===== config.mk =====
export PLATFORM = sky130hd
export DESIGN_NAME = teclado_escaner
export DESIGN_NICKNAME = d
export VERILOG_FILES = /design/src/rtl/teclado_escaner.sv
export SDC_FILE = /design/constraint.sdc
export NUM_CORES = 1
export LEC_CHECK = 0
export ABC_AREA = 0
export CAP_MARGIN = 10
export CORE_MARGIN = 2
export CORE_UTILIZATION = 57
export CTS_BUF_LIST = sky130_fd_sc_hd__clkbuf_16
export DETAILED_ROUTE_END_ITERATION = 12
export PLACE_DENSITY = 0.77
export SLEW_MARGIN = 20
export SYNTH_ARGS = -nofsm -noshare
export SYNTH_HDL_FRONTEND = slang
export SYNTH_SLANG_ARGS = --single-unit

===== constraint.sdc =====
create_clock -name clk -period 3 [get_ports clk]
set_clock_uncertainty 0.1 [all_clocks]
set_input_delay 0.45 -clock clk [delete_from_list [all_inputs] [get_ports clk]]
set_output_delay 0.45 -clock clk [all_outputs]
set_load 0.02 [all_outputs]

===== src/rtl/teclado_escaner.sv =====
// Matrix keypad scanner: drives one column low at a time, debounces the first closed
// row it finds and reports one code per press/release cycle.
module teclado_escaner #(
  parameter int unsigned FILAS           = 4,
  parameter int unsigned COLUMNAS        = 4,
  parameter int unsigned SCAN_CICLOS     = 1000,
  parameter int unsigned DEBOUNCE_CICLOS = 100000,
  localparam int unsigned CODIGO_W       = (FILAS * COLUMNAS > 1) ? $clog2(FILAS * COLUMNAS) : 1
) (
  input  logic                clk,
  input  logic                rst,
  input  logic [FILAS-1:0]    filas,
  output logic [COLUMNAS-1:0] columnas,
  output logic [CODIGO_W-1:0] codigo,
  output logic                valido,
  output logic                presionada
);

  localparam int unsigned FILA_W  = (FILAS > 1) ? $clog2(FILAS) : 1;
  localparam int unsigned COL_W   = $clog2(COLUMNAS);
  localparam int unsigned CNT_MAX = (SCAN_CICLOS > DEBOUNCE_CICLOS) ? SCAN_CICLOS : DEBOUNCE_CICLOS;
  localparam int unsigned CNT_W   = $clog2(CNT_MAX + 1);

  localparam logic [CNT_W-1:0] SCAN_FIN = CNT_W'(SCAN_CICLOS - 1);
  localparam logic [CNT_W-1:0] DEB_FIN  = CNT_W'(DEBOUNCE_CICLOS - 1);
  localparam logic [COL_W-1:0] COL_FIN  = COL_W'(COLUMNAS - 1);

  typedef enum logic [1:0] {
    SCAN,
    DEBOUNCE,
    HOLD,
    SOLTAR
  } estado_t;

  estado_t             estado;
  logic [FILAS-1:0]    s1;
  logic [FILAS-1:0]    fs;
  logic [COL_W-1:0]    col;
  logic [FILA_W-1:0]   fila;
  logic [CNT_W-1:0]    cnt;

  function automatic logic [COL_W-1:0] col_sig(input logic [COL_W-1:0] c);
    return (c == COL_FIN) ? '0 : c + COL_W'(1);
  endfunction

  function automatic logic [COLUMNAS-1:0] un_cero(input logic [COL_W-1:0] c);
    return ~(COLUMNAS'(1) << c);
  endfunction

  // Lowest-index row reading 0 wins when several keys share the driven column.
  function automatic logic [FILA_W-1:0] primera_baja(input logic [FILAS-1:0] f);
    logic [FILA_W-1:0] idx;
    idx = '0;
    for (int i = int'(FILAS) - 1; i >= 0; i--) begin
      if (!f[i]) idx = FILA_W'(i);
    end
    return idx;
  endfunction

  always_ff @(posedge clk) begin
    if (rst) begin
      s1 <= '1;
      fs <= '1;
    end else begin
      s1 <= filas;
      fs <= s1;
    end
  end

  // cnt is the scan dwell in SCAN and the stability count in DEBOUNCE/SOLTAR.
  always_ff @(posedge clk) begin
    if (rst) begin
      estado     <= SCAN;
      col        <= '0;
      fila       <= '0;
      cnt        <= '0;
      columnas   <= '1;
      codigo     <= '0;
      valido     <= 1'b0;
      presionada <= 1'b0;
    end else begin
      valido   <= 1'b0;
      columnas <= un_cero(col);
      case (estado)
        SCAN: begin
          if (cnt == SCAN_FIN) begin
            cnt <= '0;
            if (~&fs) begin
              fila   <= primera_baja(fs);
              estado <= DEBOUNCE;
            end else begin
              col      <= col_sig(col);
              columnas <= un_cero(col_sig(col));
            end
          end else begin
            cnt <= cnt + CNT_W'(1);
          end
        end
        DEBOUNCE: begin
          if (fs[fila]) begin
            cnt    <= '0;
            estado <= SCAN;
          end else if (cnt == DEB_FIN) begin
            valido     <= 1'b1;
            codigo     <= CODIGO_W'(32'(fila) * COLUMNAS + 32'(col));
            presionada <= 1'b1;
            cnt        <= '0;
            estado     <= HOLD;
          end else begin
            cnt <= cnt + CNT_W'(1);
          end
        end
        HOLD: begin
          if (fs[fila]) begin
            cnt    <= '0;
            estado <= SOLTAR;
          end
        end
        SOLTAR: begin
          if (!fs[fila]) begin
            cnt    <= '0;
            estado <= HOLD;
          end else if (cnt == DEB_FIN) begin
            presionada <= 1'b0;
            col        <= col_sig(col);
            columnas   <= un_cero(col_sig(col));
            cnt        <= '0;
            estado     <= SCAN;
          end else begin
            cnt <= cnt + CNT_W'(1);
          end
        end
        default: begin
          cnt    <= '0;
          estado <= SCAN;
        end
      endcase
    end
  end

endmodule


==> metrics.md, run 1 <==
| Metric | Value |
|---|---|
| Antenna violations before repair | 0 |
| First-pass GRT wire length | 6.78 mm |
| Synth area leader | dfxtp_1 |
| Worst-case vdd ir drop | 0.000438 V |
| Yosys top cell area share | 39.8% |
| Clk root buf | clkbuf_16 |
| Synth Instances | 225 |
| Die height | 64.2 um |
| Power Dens Cells | 646 nW/um^2 |
| Hold Crit Class | reg -> reg |
| CTS tree | yes |
| # IOs | 16 |
| CTS Sinks | 41 |
| Asr flop ratio synth | 0% |
| Post-Syn Area | 2060 sq um |
| Count leader, synth | dfxtp_1 |
| Post-route insts no fill | 289 |
| HPWL Detailed | 2.65 mm |
| Hold Crit Depth | 1 |
| Fin nets | 258 |
| Total iterations of the first detailed-routing run | 4 |
| Starting DRT DRC Count | 103 |
| Number of library cell types mapped by synthesis | 46 |
| Seq/Total Area, Yosys | 39.8% |
| Run status | finished, final reports clean |
| Post-synth top cells | 41 x dfxtp_1, 31 x nor2_1, 12 x inv_1 |
| Wire per inst | 13.5 um |
| Max-slew violations | 0 |
| Starting Density | 60.4% |
| CP Data Arrival Time | 2450 ps |
| Setup-failing EPs final | 0 |
| Post_cts resized | 0 |
| Most used DFF post-synth | dfxtp_1 |
| CP max FO | 8 |
| Via count | 1648 |
| Final min period | 2390 ps |
| R2R cell count | 5 |
| Worst Max-Slew Pin Slew | 465 ps |
| Syn nets | 241 |
| Share of post-route cells with drive strength above 1 | 10.7% |
| Worst setup path end | columnas[0] |
| Fill cell count | 259 |
| Vias in the first global route | 1514 |
| Vias per inst | 5.70 |
| Clock latency at the later pin of the worst-skew pair | 280 ps |
| Startpoint types | register |
| Total Wirelength | 3.91 mm |
| # DRC | 0 |
| Final worst-path cycle share | 79.7% |
| DIE WIDTH | 64.2 um |
| EDFF count, synth | 0 |
| #FFs+latches synth | 41 |
| Die ar. | 4120 sq um |
| Post-Place Cells | 281 |
| Yosys warning count | 0 |
| Ant diodes | 0 |
| Core Area | 3420 sq um |
| Total grt overflow | 0 |
| Rel. slew slack | 68.7% |
| CP Launch Point | cnt[11] |
| Syn avg cell area | 9.17 sq um |
| Max Cap Viol | 0 |
| GRT Util Overall | 21.2% |
| Critical Path End Type | register |
| Reg-to-Reg End | columnas[0] |
| P_leak | 0.918 nW |
| FF-to-FF Start | cnt[11] |
| Flop-to-flop setup slack | 610 ps |
| Clock buffer depth | 2 |
| Hold Buf Count CTS | 0 |
| GP Congestion | 0.883 |
| Setup_tns | 0 ps |
| Clk slew on worst S/H paths | 60 ps |
| DRT antenna net count | 0 |
| Top cells by area, synth | dfxtp_1 40%, ha_1 6.1%, nor2_1 5.6%, xnor2_1 4.2%, xor2_1 2.5% |
| Final Hold Vio Count | 0 |
| Fmax | 0.418 GHz |
| Port bufs | 15 |
| Rows | 21 |
| Critical Path RT | 3060 ps |
| Post-CTS setup buffers | 0 |
| Crit path kind | reg -> reg |
| H-tree levels | 2 |
| CTS buffer count | 5 |
| Largest net degree at the start of global routing | 18 |
| RSZ-0062 raised after global routing | no |
| Area Overhead vs Synth | 17.6% |
[per-stage QoR]
step | util [%] | worst slack, ps | cell area, sq um | hold WS (ps) | power (mW)
detailed placement | 65.5 | 625 | 2240 | 293 | 0.893
CTS | 71.1 | 616 | 2430 | 307 | 1.58
floorplan | - | 671 | 2060 | 289 | 0.836
global route | 71.1 | 510 | 2430 | 324 | 1.63
global placement | 65.5 | 650 | 2240 | 291 | 0.894
finish | 71.1 | 609 | 2430 | 306 | 1.57
[flip-flops by register name, summed over array words and instances (netlist names), 2 cells and up, named ones only]
| signal | count |
|---|---|
| codigo | 4 |
| s1 | 4 |
| col | 2 |
| columnas | 4 |
| cnt | 17 |
| fs | 4 |
| fila | 2 |
[cell type report]
cell class,count,area [sq um],share of cell area [%]
Clock inverter,3,65.1,2.68
Clock buffer,5,125,5.15
Inverter,12,45.0,1.86
Tap cell,46,57.6,2.37
Sequential cell,41,821,33.8
Multi-Input combinational cell,164,1140,47.0
Timing Repair Buffer,18,173,7.11
[critical path, cell delays in order, from the launching register on]
cell	delay, ps
dfxtp_1	350
or4b_4	560
or4_4	620
or3b_4	430
a21oi_1	150
a32oi_1	70
[power by group]
part / internal, mW / switching, mW / leakage, nW
Clock: 0.475 / 0.206 / 0.0938
Sequential: 0.582 / 0.0317 / 0.333
Combinational: 0.121 / 0.151 / 0.491
[worst min-delay path by stage]
stage	startpoint	slack, ps	to
3_3_place_gp	s1[0]	290	fs[0]
3_5_place_dp	s1[0]	290	fs[0]
2_1_floorplan	s1[0]	290	fs[0]
5_1_grt	s1[0]	320	fs[0]
4_1_cts	s1[0]	310	fs[0]
6_report	s1[0]	310	fs[0]
[per-layer routing]
metal / track usage (%) / wire, um / share of wire, % / vias up
li1: - / - / - / 842
met1: 28.5 / 1860 / 48 / 744
met2: 31.9 / 1770 / 45 / 55
met3: 6.16 / 229 / 5.9 / 7
met4: 8.78 / 51 / 1.3 / 0
met5: 0 / 0 / 0 / -
[layout by cell type (no fill, tap or decap), drive strengths merged, types with 2 or more instances in the layout]
cell           synthesis  final
xor2                   6      6
a31oi                  2      2
a211oi                 2      2
a32oi                  4      4
inv                   12     12
and2                   3      3
and3                   4      4
nand2                  9      9
a311oi                 2      2
o211ai                 3      3
nand4                  4      4
o21bai                 4      4
clkbuf                 2      5
o31ai                  2      2
ha                    10     10
a21oi                  7      7
nand3                  9      9
nor3                   6      6
xnor2                 10     10
nor2                  32     32
or4b                   3      3
nor4                   4      4
mux2i                  5      5
bufinv                 0      2
o21ai                  2      2
or3                    2      2
and4                   4      4
dfxtp                 41     41
buf                    6      3
clkdlybuf4s50          0     15
o21a                   2      2
or2                    8      8
o2bb2ai                5      5
[kinds of logic after synthesis]
| family | count (synthesis) | share of synthesized area, % |
|---|---|---|
| AO/OA/AOI/OAI | 40 | 14.9 |
| XOR/XNOR | 16 | 6.79 |
| adder cells (fa/ha/maj) | 10 | 6.06 |
| buffers and inverters | 20 | 4.91 |
| flip-flops | 41 | 39.8 |
| multiplexers | 6 | 3.52 |
| AND/OR/NAND/NOR | 92 | 24.1 |
(Power assumes the default switching activity.)
==> inputs of run 2 (changes only) <==
clock period = 2.48 ns   (was 3 ns; I/O delays follow)
==> metrics.md, run 2 (same netlist as run 1, synthesis figures left out) <==
| Metric | Value |
|---|---|
| CTS Sinks | 41 (unchanged) |
| Slowest cell delay on critical path | 630 ps (about the same) |
| Crit path kind | reg -> reg |
| # DRC | 0 (unchanged) |
| Clock latency at the later pin of the worst-skew pair | 280 ps (about the same) |
| Rel. slew slack | 64.5% (-4.1 points) |
| Most frequent cells in the layout | 38 x dfxtp_1, 31 x nor2_1, 15 x clkdlybuf4s50_1 |
| Fmax | 0.417 GHz (-0.33%) |
| H-tree levels | 2 (unchanged) |
| Fill cell count | 262 (+1.2%) |
| Core Area | 3420 sq um (unchanged) |
| Largest Register | cnt |
| Max-slew violations | 0 (unchanged) |
| CP Data Arrival Time | 2450 ps (about the same) |
| Total Wirelength | 4.08 mm (+4.2%) |
| # IOs | 16 (unchanged) |
| GRT Util Overall | 22.0% (+0.83 points) |
| HPWL Detailed | 2.83 mm (+6.8%) |
| Vias in the first global route | 1567 (+3.5%) |
| Setup-failing EPs final | 0 (unchanged) |
| P_leak | 0.947 nW (+3.1%) |
| GP Congestion | 0.846 (-4.2%) |
| Run status | finished, final reports clean |
| Pwr Total | 1.83 mW (+17%) |
| Most common cell after layout, fill and taps aside | dfxtp_1 |
| Final worst-path cycle share | 96.7% (+17 points) |
| Total grt overflow | 0 (unchanged) |
| Power Dens Cells | 741 nW/um^2 (+15%) |
| R2R cell count | 5 (unchanged) |
| Die height | 64.2 um (unchanged) |
| CP max FO | 8 (unchanged) |
| Critical Path End Type | register |
| Clock buffer depth | 2 (unchanged) |
| Dpl cell area | 2290 sq um (+2.6%) |
| DIE WIDTH | 64.2 um (unchanged) |
| Reg-to-Reg End | columnas[0] |
| Hold Crit Depth | 1 (unchanged) |
| Worst-case vdd ir drop | 0.000496 V (+13%) |
| Max Cap Viol | 0 (unchanged) |
| CTS buffer count | 5 (unchanged) |
| Crit-path leading delay family | simple AND/OR/NAND/NOR gates |
| Total iterations of the first detailed-routing run | 4 (unchanged) |
| Rows | 21 (unchanged) |
| Critical Path RT | 2530 ps (-530 ps) |
| Ant diodes | 0 (unchanged) |
| Antenna violations before repair | 0 (unchanged) |
| Clk slew on worst S/H paths | 60 ps (about the same) |
| Hold endpoint | fs[1] |
| FF-to-FF Start | cnt[11] |
| Final Instance Area | 2470 sq um (+1.6%) |
| Vias per inst | 5.74 (+0.70%) |
| CTS tree | yes |
| Wire per inst | 13.8 um (+2.1%) |
| Starting DRT DRC Count | 92 (-11%) |
| Number of flip-flops in the largest register | 17 (unchanged) |
| Final min period | 2400 ps (+7.90 ps) |
| Flop-to-flop setup slack | 80 ps (-530 ps) |
| CP max-delay cell | or4_4 |
| Startpoint types | register |
| Largest net degree at the start of global routing | 18 (unchanged) |
| Area Overhead vs Synth | 19.5% |
| Buffer and inverter count on the worst path | 0 (unchanged) |
| Via count | 1694 (+2.8%) |
| Fin nets | 264 (+2.3%) |
| Worst Max-Slew Pin Slew | 530 ps (+64.7 ps) |
| Setup_tns | 0 ps (unchanged) |
| DRT antenna net count | 0 (unchanged) |
| Worst Hold Launch | s1[1] |
| First-pass GRT wire length | 7.10 mm (+4.7%) |
| Clk root buf | clkbuf_16 |
| RSZ-0062 raised after global routing | no |
| Share of post-route cells with drive strength above 1 | 13.7% (+3.0 points) |
| Die ar. | 4120 sq um (unchanged) |
| Critical Path, Cell by Cell | or4b_4 -> or4_4 -> or3b_4 -> a21oi_1 -> a32oi_1 |
| Starting Density | 60.4% (unchanged) |
| Final Hold Vio Count | 0 (unchanged) |
| Hold Crit Class | reg -> reg |
| Port bufs | 15 (unchanged) |
-- run 2: cell count changes in the layout (fill, tap and decap cells not counted) --
cell,previous run,this run
buf_12,0,1
buf_4,3,8
bufinv_16,2,1
clkinv_2,1,0
clkinv_4,0,1
dfxtp_1,41,38
dfxtp_2,0,3
inv_1,12,13
-- run 2: cell type report --
class                   instances  area [sq um]  area share (%)
clock buffers                   5           125            5.07
clock inverters                 3          42.5            1.73
inverters                      12          45.0            1.83
multi-input cells             164          1140            46.3
flip-flops and latches         41           825            33.4
well taps                      46          57.6            2.33
repair buffers                 24           230            9.34
-- run 2: metal layers --
metal / wire length, um / global-route usage [%] / up-vias
li1: - / - / 856
met1: 2010 / 29.7 / 786
met2: 1840 / 34.4 / 45
met3: 162 / 4.75 / 7
met4: 63 / 8.78 / 0
met5: 0 / 0 / -
-- run 2: repair_timing --
action | CTS | global route
hold buffers | 0 | 0
endpoints found under the setup margin | 0 | 4
gates resized for setup | 0 | 3
setup buffers | 0 | 0
-- run 2: worst max-delay path by stage --
stage | to | slack [ps] | startpoint | depth (start not counted)
floorplan | columnas[0] | 150 | cnt[11] | 6
global placement | columnas[0] | 130 | cnt[11] | 5
detailed placement | columnas[2] | 90 | cnt[0] | 6
CTS | columnas[2] | 60 | cnt[0] | 6
global route | columnas[2] | 10 | cnt[11] | 5
finish | columnas[0] | 80 | cnt[11] | 5
-- run 2: per-stage QoR --
| stage | utilization, % | hold slack (ps) | setup slack (ps) | std cells |
|---|---|---|---|---|
| global placement | 67.2 | 292 | 134 | 287 |
| floorplan | - | 289 | 151 | 225 |
| CTS | 72.1 | 307 | 63.0 | 295 |
| detailed placement | 67.2 | 293 | 90.3 | 287 |
| finish | 72.2 | 306 | 81.2 | 295 |
| global route | 72.2 | 318 | 13.3 | 295 |
-- run 2: worst reg2reg max path: cells and delay by family, from the launching register on --
kind	cells	cell delay, ps
compound gates	2	220
simple gates	3	1620
flops	1	340
-- run 2: power by group --
group / internal, mW / switching, mW
sequential: 0.707 / 0.0365
clock: 0.472 / 0.257
combinational: 0.162 / 0.194
==> inputs of run 3 (changes only) <==
CORE_UTILIZATION = 44   (was 57)
PLACE_DENSITY = 0.62   (was 0.77)
==> metrics.md, run 3 (same netlist as run 1, synthesis figures left out) <==
| Metric | Value |
|---|---|
| Rel. slew slack | 65.8% (+1.2 points) |
| Crit path kind | reg -> reg |
| P_leak | 0.962 nW (+1.6%) |
| Share of post-route cells with drive strength above 1 | 16.6% (+2.9 points) |
| Antenna violations before repair | 0 (unchanged) |
| Clock buffer depth | 2 (unchanged) |
| Run status | finished, final reports clean |
| Worst Max-Slew Pin Slew | 511 ps (-19.1 ps) |
| Die height | 72.5 um (+13%) |
| Largest Register | cnt |
| Post-Route Utilization | 56.9% (-15 points) |
| Most frequent cells in the layout | 39 x dfxtp_1, 31 x nor2_1, 15 x clkdlybuf4s50_1 |
| Clk root buf | clkbuf_16 |
| Die ar. | 5250 sq um (+28%) |
| Hold Crit Class | reg -> reg |
| HPWL Detailed | 2.89 mm (+1.9%) |
| Starting DRT DRC Count | 84 (-8.7%) |
| Startpoint types | register |
| CP max FO | 8 (unchanged) |
| Wire per inst | 13.6 um (-1.4%) |
| Fmax | 0.410 GHz (-1.6%) |
| Most common cell after layout, fill and taps aside | dfxtp_1 |
| Starting Density | 46.4% (-14 points) |
| Total iterations of the first detailed-routing run | 4 (unchanged) |
| Setup-failing EPs final | 0 (unchanged) |
| Max-slew violations | 0 (unchanged) |
| DRT antenna net count | 0 (unchanged) |
| CTS buffer count | 5 (unchanged) |
| CTS Sinks | 41 (unchanged) |
| Area Overhead vs Synth | 22.6% |
| Vias per inst | 5.55 (-3.4%) |
| Max Cap Viol | 0 (unchanged) |
| GP Congestion | 0.774 (-8.5%) |
| Total Wirelength | 4.15 mm (+1.9%) |
| Worst-case vdd ir drop | 0.000446 V (-10%) |
| Critical Path RT | 2540 ps (about the same) |
| Largest net degree at the start of global routing | 18 (unchanged) |
| Critical Path End Type | register |
| # IOs | 16 (unchanged) |
| Clock latency at the later pin of the worst-skew pair | 280 ps (about the same) |
| Slowest cell delay on critical path | 620 ps (about the same) |
| Rows | 24 (+14%) |
| CP Data Arrival Time | 2500 ps (+50 ps) |
| Clk slew on worst S/H paths | 60 ps (about the same) |
| Dpl cell area | 2320 sq um (+0.98%) |
| Hold slack | 308 ps (+1.56 ps) |
| # DRC | 0 (unchanged) |
| Final min period | 2440 ps (+39.4 ps) |
| CTS tree | yes |
| Final Hold Vio Count | 0 (unchanged) |
| Port bufs | 15 (unchanged) |
| Final Instance Area | 2530 sq um (+2.6%) |
| RSZ-0062 raised after global routing | yes |
| Number of flip-flops in the largest register | 17 (unchanged) |
| H-tree levels | 2 (unchanged) |
| Vias in the first global route | 1574 (+0.45%) |
| CP max-delay cell | or4_4 |
| First-pass GRT wire length | 7.21 mm (+1.5%) |
| Core Area | 4440 sq um (+30%) |
| Ant diodes | 0 (unchanged) |
| Final worst-path cycle share | 98.3% (+1.6 points) |
| Critical Path, Cell by Cell | ha_4 -> or4b_1 -> or4_4 -> or3b_4 -> a21oi_1 -> a32oi_1 |
| DIE WIDTH | 72.5 um (+13%) |
| Fin nets | 268 (+1.5%) |
| Via count | 1692 (-0.12%) |
| GRT Util Overall | 17.6% (-4.5 points) |
| Power Dens Cells | 747 nW/um^2 (+0.72%) |
| Total grt overflow | 0 (unchanged) |
-- run 3: cell types whose count changed in the layout (fill, tap and decap cells not counted) --
cell,delta
buf_4,+4
a21oi_1,-3
a21oi_2,+3
clkinvlp_4,+1
dfxtp_1,+1
dfxtp_2,-1
ha_1,-1
ha_4,+1
inv_1,-1
-- run 3: report_power, final --
| part | internal, mW | switching (mW) |
|---|---|---|
| clock | 0.476 | 0.272 |
| sequential | 0.707 | 0.0346 |
| combinational | 0.190 | 0.210 |
| total | 1.37 | 0.516 |
-- run 3: worst max-delay path: cells and delay by family (launching register included) --
kind | cells | cell delay [ps]
adders and majority gates | 1 | 140
DFF | 1 | 350
and+or+nand+nor | 3 | 1510
AOI/OAI and AO/OA | 2 | 210
-- run 3: repair_timing --
action	in CTS	in global routing
endpoints found under the setup margin	0	4
resized for setup	0	7
hold buffers	0	0
setup buffers	0	2
-- run 3: worst paths after layout --
kind	startpoint	end	slack, ps	depth (start not counted)
hold reg to reg	s1[1]	fs[1]	310	1
setup reg to reg	cnt[1]	columnas[1]	40	6
setup / recovery	cnt[1]	columnas[1]	40	6
hold / removal	s1[1]	fs[1]	310	1
-- run 3: layout make-up --
type                            instances  area (sq um)
Clock buffer                            5           125
Clock inverter                          3          46.3
Fill cell                             427          1910
Inverter                               12          45.0
Multi-Input combinational cell        164          1160
Sequential cell                        41           823
Tap cell                               52          65.1
Timing Repair Buffer                   28           260
-- run 3: through the flow --
stage	power, mW	setup WS, ps	cells	setup TNS [ps]
5_1_grt	1.98	-39.6	305	-121
6_report	1.89	41.8	305	0
3_5_place_dp	1.11	112	295	0
2_1_floorplan	1.01	151	225	0
4_1_cts	1.87	115	303	0
3_3_place_gp	1.11	134	295	0
-- run 3: metal layers --
| metal | wire length [um] | GRT usage, % | up-vias |
|---|---|---|---|
| met4 | 23 | 6.58 | 0 |
| met2 | 1790 | 25.9 | 25 |
| met1 | 2200 | 24.5 | 798 |
| li1 | - | - | 867 |
| met3 | 134 | 4.86 | 2 |
| met5 | 0 | 0 | - |
